$ cat src/rtl/seq_multiplier_if.sv
`default_nettype none
// ============================================================================
//  Module      : seq_multiplier_if
//  Description : Request/response bundle for the sequential multiplier.
//                master = requester (drives operands and start),
//                slave  = multiplier (drives product, busy, done).
//  Signals     : start        request a multiply (sampled only when idle)
//                is_signed    1 = two's-complement operands, 0 = unsigned
//                multiplier   operand A, WIDTH bits
//                multiplicand operand B, WIDTH bits
//                product      registered 2*WIDTH-bit result
//                busy         operation in progress
//                done         one-cycle completion pulse
//  Revision    : 1.0 - initial release
// ============================================================================
interface seq_multiplier_if #(
    parameter int WIDTH = 8
);
    logic                   start;
    logic                   is_signed;
    logic [WIDTH-1:0]       multiplier;
    logic [WIDTH-1:0]       multiplicand;
    logic [2*WIDTH-1:0]     product;
    logic                   busy;
    logic                   done;

    modport master (
        output start,
        output is_signed,
        output multiplier,
        output multiplicand,
        input  product,
        input  busy,
        input  done
    );

    modport slave (
        input  start,
        input  is_signed,
        input  multiplier,
        input  multiplicand,
        output product,
        output busy,
        output done
    );
endinterface : seq_multiplier_if
`default_nettype wire

$ cat src/rtl/seq_multiplier.sv
`default_nettype none
// ============================================================================
//  Module      : seq_multiplier
//  Description : Shift-and-add sequential multiplier, one multiplier bit per
//                clock, LSB first. Supports unsigned and two's-complement
//                operands. Result is exact (2*WIDTH bits).
//  Parameters  : WIDTH  operand width in bits, legal range 2..32
//  Ports       : clk    rising-edge clock
//                reset  synchronous, active-high reset
//                bus    seq_multiplier_if.slave (start, is_signed,
//                       multiplier, multiplicand -> product, busy, done)
//  Options     : MULT_ZERO_SKIP_EN - when defined, a request with a zero
//                operand bypasses the bit-serial loop and completes with
//                product = 0 one cycle after the start edge.
//  Timing      : start accepted at edge k -> done high during the cycle
//                after edge k+WIDTH+1 (single cycle).
//  Revision    : 1.0 - initial release
// ============================================================================
module seq_multiplier #(
    parameter int WIDTH = 8
) (
    input  wire logic           clk,
    input  wire logic           reset,
    seq_multiplier_if.slave     bus
);

    localparam int CNT_W = $clog2(WIDTH + 1);
    localparam logic [CNT_W-1:0] c_CNT_LOAD = CNT_W'(WIDTH);
    localparam logic [CNT_W-1:0] c_CNT_ONE  = CNT_W'(1);
    localparam logic [WIDTH:0]   c_ONE_EXT  = {{WIDTH{1'b0}}, 1'b1};

    typedef enum logic [1:0] {
        S_IDLE = 2'd0,
        S_CALC = 2'd1,
        S_DONE = 2'd2
    } state_t;

    state_t                 r_state;
    state_t                 w_state_next;

    logic [CNT_W-1:0]       r_count;
    logic [WIDTH:0]         r_acc_hi;      // upper half, one extra bit for carry/sign
    logic [WIDTH-1:0]       r_acc_lo;      // lower half, initially the multiplier
    logic [WIDTH-1:0]       r_mcand;
    logic                   r_signed;
    logic [2*WIDTH-1:0]     r_product;

    logic                   w_zero_skip;
    logic                   w_bit;
    logic                   w_last;
    logic [WIDTH:0]         w_mcand_ext;
    logic [WIDTH:0]         w_addend;
    logic [WIDTH:0]         w_sum;
    logic                   w_fill;

    // ------------------------------------------------------------------------
    // Zero-operand shortcut detection
    // ------------------------------------------------------------------------
`ifdef MULT_ZERO_SKIP_EN
    assign w_zero_skip = (bus.multiplier == '0) || (bus.multiplicand == '0);
`else
    assign w_zero_skip = 1'b0;
`endif

    // ------------------------------------------------------------------------
    // FSM: state register
    // ------------------------------------------------------------------------
    always_ff @(posedge clk) begin
        if (reset) begin
            r_state <= S_IDLE;
        end else begin
            r_state <= w_state_next;
        end
    end

    // ------------------------------------------------------------------------
    // FSM: next-state logic
    // CALC stays one extra cycle after the last bit (count == 0) to move the
    // finished accumulator into the product register, so DONE is entered
    // WIDTH+1 edges after the start edge.
    // ------------------------------------------------------------------------
    always_comb begin
        w_state_next = r_state;
        case (r_state)
            S_IDLE: if (bus.start)        w_state_next = S_CALC;
            S_CALC: if (r_count == '0)    w_state_next = S_DONE;
            S_DONE:                       w_state_next = S_IDLE;
            default:                      w_state_next = S_IDLE;
        endcase
    end

    // ------------------------------------------------------------------------
    // Bit-serial datapath
    // On the multiplier MSB of a signed operation the multiplicand carries
    // negative weight, so it is subtracted instead of added.
    // ------------------------------------------------------------------------
    always_comb begin
        w_bit       = r_acc_lo[0];
        w_last      = (r_count == c_CNT_ONE);
        w_mcand_ext = r_signed ? {r_mcand[WIDTH-1], r_mcand} : {1'b0, r_mcand};
        w_addend    = '0;
        if (w_bit) begin
            if (r_signed && w_last) begin
                w_addend = ~w_mcand_ext + c_ONE_EXT;
            end else begin
                w_addend = w_mcand_ext;
            end
        end
        w_sum  = r_acc_hi + w_addend;
        // Arithmetic shift keeps the sign; in unsigned mode bit WIDTH of the
        // sum is the carry and a zero is shifted in above it.
        w_fill = r_signed ? w_sum[WIDTH] : 1'b0;
    end

    always_ff @(posedge clk) begin
        if (reset) begin
            r_count   <= '0;
            r_acc_hi  <= '0;
            r_acc_lo  <= '0;
            r_mcand   <= '0;
            r_signed  <= 1'b0;
            r_product <= '0;
        end else begin
            case (r_state)
                S_IDLE: begin
                    if (bus.start) begin
                        r_signed  <= bus.is_signed;
                        r_acc_hi  <= '0;
                        r_product <= '0;
                        if (w_zero_skip) begin
                            // Empty accumulator and zero count: the next CALC
                            // cycle finalises immediately with a zero product.
                            r_mcand  <= '0;
                            r_acc_lo <= '0;
                            r_count  <= '0;
                        end else begin
                            r_mcand  <= bus.multiplicand;
                            r_acc_lo <= bus.multiplier;
                            r_count  <= c_CNT_LOAD;
                        end
                    end
                end
                S_CALC: begin
                    if (r_count != '0) begin
                        r_acc_hi <= {w_fill, w_sum[WIDTH:1]};
                        r_acc_lo <= {w_sum[0], r_acc_lo[WIDTH-1:1]};
                        r_count  <= r_count - c_CNT_ONE;
                    end else begin
                        r_product <= {r_acc_hi[WIDTH-1:0], r_acc_lo};
                    end
                end
                default: begin
                end
            endcase
        end
    end

    // ------------------------------------------------------------------------
    // Outputs
    // ------------------------------------------------------------------------
    assign bus.product = r_product;
    assign bus.busy    = (r_state != S_IDLE);
    assign bus.done    = (r_state == S_DONE);

endmodule : seq_multiplier
`default_nettype wire

$ cat src/flat_wrapper.sv
// flat-port wrapper written by rule: the top's interface ports become plain ports
module seq_multiplier_flat 
#(
    parameter int WIDTH = 8
)
  (clk, reset, bus_start, bus_is_signed, bus_multiplier, bus_multiplicand, bus_product, bus_busy, bus_done);
  seq_multiplier_if #(.WIDTH(WIDTH)) bus_i ();
  input  wire logic clk;
  input  wire logic reset;
  input wire logic [$bits(bus_i.start)-1:0] bus_start;
  input wire logic [$bits(bus_i.is_signed)-1:0] bus_is_signed;
  input wire logic [$bits(bus_i.multiplier)-1:0] bus_multiplier;
  input wire logic [$bits(bus_i.multiplicand)-1:0] bus_multiplicand;
  output wire logic [$bits(bus_i.product)-1:0] bus_product;
  output wire logic [$bits(bus_i.busy)-1:0] bus_busy;
  output wire logic [$bits(bus_i.done)-1:0] bus_done;
  assign bus_i.start = bus_start;
  assign bus_i.is_signed = bus_is_signed;
  assign bus_i.multiplier = bus_multiplier;
  assign bus_i.multiplicand = bus_multiplicand;
  assign bus_product = bus_i.product;
  assign bus_busy = bus_i.busy;
  assign bus_done = bus_i.done;
  seq_multiplier #(.WIDTH(WIDTH)) u_core (.clk(clk), .reset(reset), .bus(bus_i));
endmodule
$ cat config.mk
export PLATFORM = sky130hd
export DESIGN_NAME = seq_multiplier_flat
export DESIGN_NICKNAME = d
export VERILOG_FILES = /design/src/rtl/seq_multiplier_if.sv /design/src/rtl/seq_multiplier.sv /design/src/flat_wrapper.sv
export SDC_FILE = /design/constraint.sdc
export NUM_CORES = 1
export LEC_CHECK = 0
export CORE_ASPECT_RATIO = 1.5
export CORE_UTILIZATION = 35
export CTS_CLUSTER_DIAMETER = 50
export DETAILED_ROUTE_END_ITERATION = 12
export GPL_TIMING_DRIVEN = 0
export SLEW_MARGIN = 20
export SYNTH_ARGS = -nofsm -noshare
export SYNTH_HDL_FRONTEND = slang
export SYNTH_SLANG_ARGS = --single-unit
$ cat constraint.sdc
create_clock -name clk -period 3 [get_ports clk]
set_input_delay 0.3 -clock clk [delete_from_list [all_inputs] [get_ports clk]]
set_output_delay 0.3 -clock clk [all_outputs]
set_load 0.005 [all_outputs]
==> flow_metrics.env <==
export IMPL_finalCriticalPeriod_ns=2.80
export IMPL_cts_sinks=48
export IMPL_synth_xor_area_frac=0.0317
export IMPL_drt_wirelength_per_cell_um=14.4
export IMPL_cts_hold_buf=0
export IMPL_core_area_um2=6850
export IMPL_grt_pass1_vias=2252
export IMPL_min_period_over_period=0.934
export IMPL_max_slew_margin_rel=0.585
export IMPL_die_x_um=70.8
export IMPL_synth_top_family_by_area="simple AND/OR/NAND/NOR gates"
export IMPL_synthesis_nets=350
export IMPL_dp_slack_ns=0.0566
export IMPL_ys_ff_latch=48
export IMPL_final_cells=445
export IMPL_dr_pass1_iters=5
export IMPL_cpPeakStageDelay_ns=0.49
export IMPL_whs_path_depth=2
export IMPL_place_congestion=0.908
export IMPL_placed_area_um2=2940
export IMPL_setup_viol=0
export IMPL_cts_root_buf="clkbuf_8"
export IMPL_cts_max_path_buffers=2
export IMPL_ys_seq_area_frac=0.387
export IMPL_cp_top_family="simple AND/OR/NAND/NOR gates"
export IMPL_drtIter0Drc=122
export IMPL_synth_adder_area_share=0.0634
export IMPL_min_path_type="reg2reg"
export IMPL_powerDensity_nw_per_um2=510
export IMPL_die_area_um2=7450
export IMPL_io_pins=38
export IMPL_met1_length_um=2700
export IMPL_netlist_top_cells_count="nand2_1, dfxtp_1, a21oi_1"
export IMPL_drc_errors=0
export IMPL_layout_nets=398
export IMPL_worst_path_buf_inv=1
export IMPL_vias=2377
export IMPL_synth_area_top_cells="dfxtp_1, nand2_1, a21oi_1, ha_1, nand3_1"
export IMPL_status="finished, final reports clean"
export IMPL_top_layer="met4"
export IMPL_crit_top_cell="ha_1"
export IMPL_syn_area_per_cell_um2=7.81
export IMPL_drive_gt1_frac=0.0627
export IMPL_p_leak_nw=1.14
export IMPL_antenna_found_initial=0
export IMPL_synth_edf_count=0
export IMPL_arrival_ns=3.06
export IMPL_cp_required_ns=3.25
export IMPL_fin_worst_skew_ns=0.00659
export IMPL_ff2ff_path_depth=12
export IMPL_rr_endpoint="u_core.r_acc_hi[8]"
export IMPL_power_total_mw=1.57
export IMPL_yosysTopAreaCell="dfxtp_1"
export IMPL_gr_total_overflow=0
export IMPL_diodes=0
export IMPL_yosysMostFrequentCell="nand2_1"
export IMPL_maxSlewViolCount=0
export IMPL_port_buffers=36
export IMPL_maxCapViolations=0
export IMPL_hold_viol_final=0
export IMPL_rrSetupSlack_ns=0.20
export IMPL_start_util=0.363
export IMPL_design_area_um2=3080
export IMPL_grt_use_total=0.182
export IMPL_die_height_um=105
export IMPL_insertion_delay_ns=0.31
export IMPL_ctsHtreeMaxLevel=2
export IMPL_routed_wirelength_um=6430
export IMPL_rsz0062_at_grt="no"
export IMPL_hold_start="u_core.bus.product[11]"
export IMPL_irDropWorstVdd_uv=404
export IMPL_min_to="u_core.bus.product[11]"
export IMPL_wl_met3_um=162
export IMPL_setup_ws_ns=0.199
export IMPL_syn_area_um2=2480
export IMPL_ys_async_sr_fraction=0
export IMPL_synth_top_area_share=0.387
export IMPL_max_freq_ghz=0.357
export IMPL_post_synth_mux_area_share=0.00403
export IMPL_cts_reportedPaths_clkPinSlew_ns=0.09
export IMPL_crit_fanout=5
export IMPL_grt_pass1_wl_um=10700
export IMPL_dpl_cell_count=432
export IMPL_cp_slowest_cell="or4_1"
export IMPL_final_util=0.450
export IMPL_cts_made_buffers=5
export IMPL_synth_compound_area_frac=0.182
export IMPL_area_delta_synth_final_pct=24.1
export IMPL_num_rows=37
export IMPL_wl_met2_um=3370
export IMPL_cts_tree="done"
export IMPL_dpl_hpwl_um=4770
export IMPL_synth_cell_types=41
export IMPL_syn_inst=318
export IMPL_reg2reg_from="u_core.r_count[1]"
export IMPL_end_kind="flop"
export IMPL_crit_chain="inv_1, ha_1, nor3b_4, nand2_2, or3_1, a21boi_0, ha_1, a211oi_2, o211ai_1, nand2_1, or4_1, nand3_1"
export IMPL_synthSimpleGateAreaFrac=0.292
export IMPL_yosys_warnings=0
export IMPL_cp_start_kind="flop"
export IMPL_postRouteAntennaNets=0
export IMPL_grt_max_degree=15
export IMPL_path_class="reg2reg"
export IMPL_timing_critical_path_from="u_core.r_count[1]"
export IMPL_worst_hold_slack_ns=0.456
export IMPL_vias_per_cell=5.34
export IMPL_worst_slew_pin_slew_ns=0.622
export IMPL_synthFlopType="dfxtp_1"
export IMPL_setup_tns_ns=0
-- worst register-to-register path: cells and delay by family, from the launching register on --
kind,cells,cell delay [ns]
buffers and inverters,1,0.08
and+or+nand+nor,6,1.43
AOI/OAI and AO/OA,3,0.51
DFF,1,0.34
adders and majority gates,2,0.40
-- registers in the layout, summed over array words and instances, names as in the netlist --
name,cells
u_core.bus.product,16
u_core.r_acc_hi,9
u_core.r_acc_lo,8
u_core.r_mcand,8
u_core.r_count,4
u_core.r_state,2
u_core.r_signed,1
-- placed cells by master, fill, tap and decap left out, types with 4 or more instances in the layout --
cell	synthesis	final
buf_4	2	6
inv_1	6	6
nand2_1	66	66
o21ai_0	6	5
a31oi_1	4	4
dfxtp_1	48	48
ha_1	11	10
nor2_1	21	21
clkbuf_8	0	6
a311oi_1	6	6
and2_1	6	6
a21oi_1	40	40
nor3_1	5	5
nand2b_1	5	5
nand3_1	25	25
xor2_1	7	7
clkbuf_1	14	15
clkdlybuf4s50_1	0	36
-- metal layers --
layer | global-route usage | vias to the layer above
met3 | 0.0280 | 15
met5 | 0 | -
met2 | 0.341 | 37
met4 | 0.0829 | 0
li1 | - | 1216
met1 | 0.195 | 1109
-- worst max-delay path by stage --
stage | end | slack [ns] | cells past startpoint
6_report | u_core.r_acc_hi[8] | 0.20 | 12
5_1_grt | u_core.r_acc_hi[8] | 0.04 | 12
4_1_cts | u_core.r_acc_hi[5] | 0.04 | 12
3_5_place_dp | u_core.r_acc_hi[5] | 0.06 | 12
3_3_place_gp | u_core.r_acc_hi[5] | 0.05 | 12
2_1_floorplan | u_core.r_acc_hi[5] | 0.40 | 12
-- where the power goes --
| part | leakage, nW | total (mW) | internal [mW] | switching [mW] |
|---|---|---|---|---|
| logic | 0.700 | 0.419 | 0.163 | 0.256 |
| clock network | 0.0445 | 0.408 | 0.188 | 0.221 |
| registers | 0.391 | 0.746 | 0.689 | 0.0570 |
| total | 1.14 | 1.57 | 1.04 | 0.534 |
-- area by class of cell --
cell class / instances / area, µm²
Sequential cell: 48 / 961
Fill cell: 713 / 3770
Tap cell: 78 / 97.6
Inverter: 6 / 22.5
Multi-Input combinational cell: 247 / 1440
Timing Repair Buffer: 40 / 390
Clock inverter: 1 / 7.51
Buffer: 18 / 77.6
Clock buffer: 7 / 86.3
-- repair_timing --
| item | in CTS | in global routing |
|---|---|---|
| setup buffers | 0 | 4 |
| gates resized for setup | 0 | 6 |
| setup endpoints to repair | 0 | 5 |
-- kinds of logic (layout without fill, tap and decap cells) --
group	Yosys count	in the layout
mux	1	1
flops	48	48
xor+xnor	9	9
fa+ha+maj	12	12
buf+inv	24	72
simple gates	150	151
compound gates	74	74
Note: power is estimated with default switching activity, not from simulation.
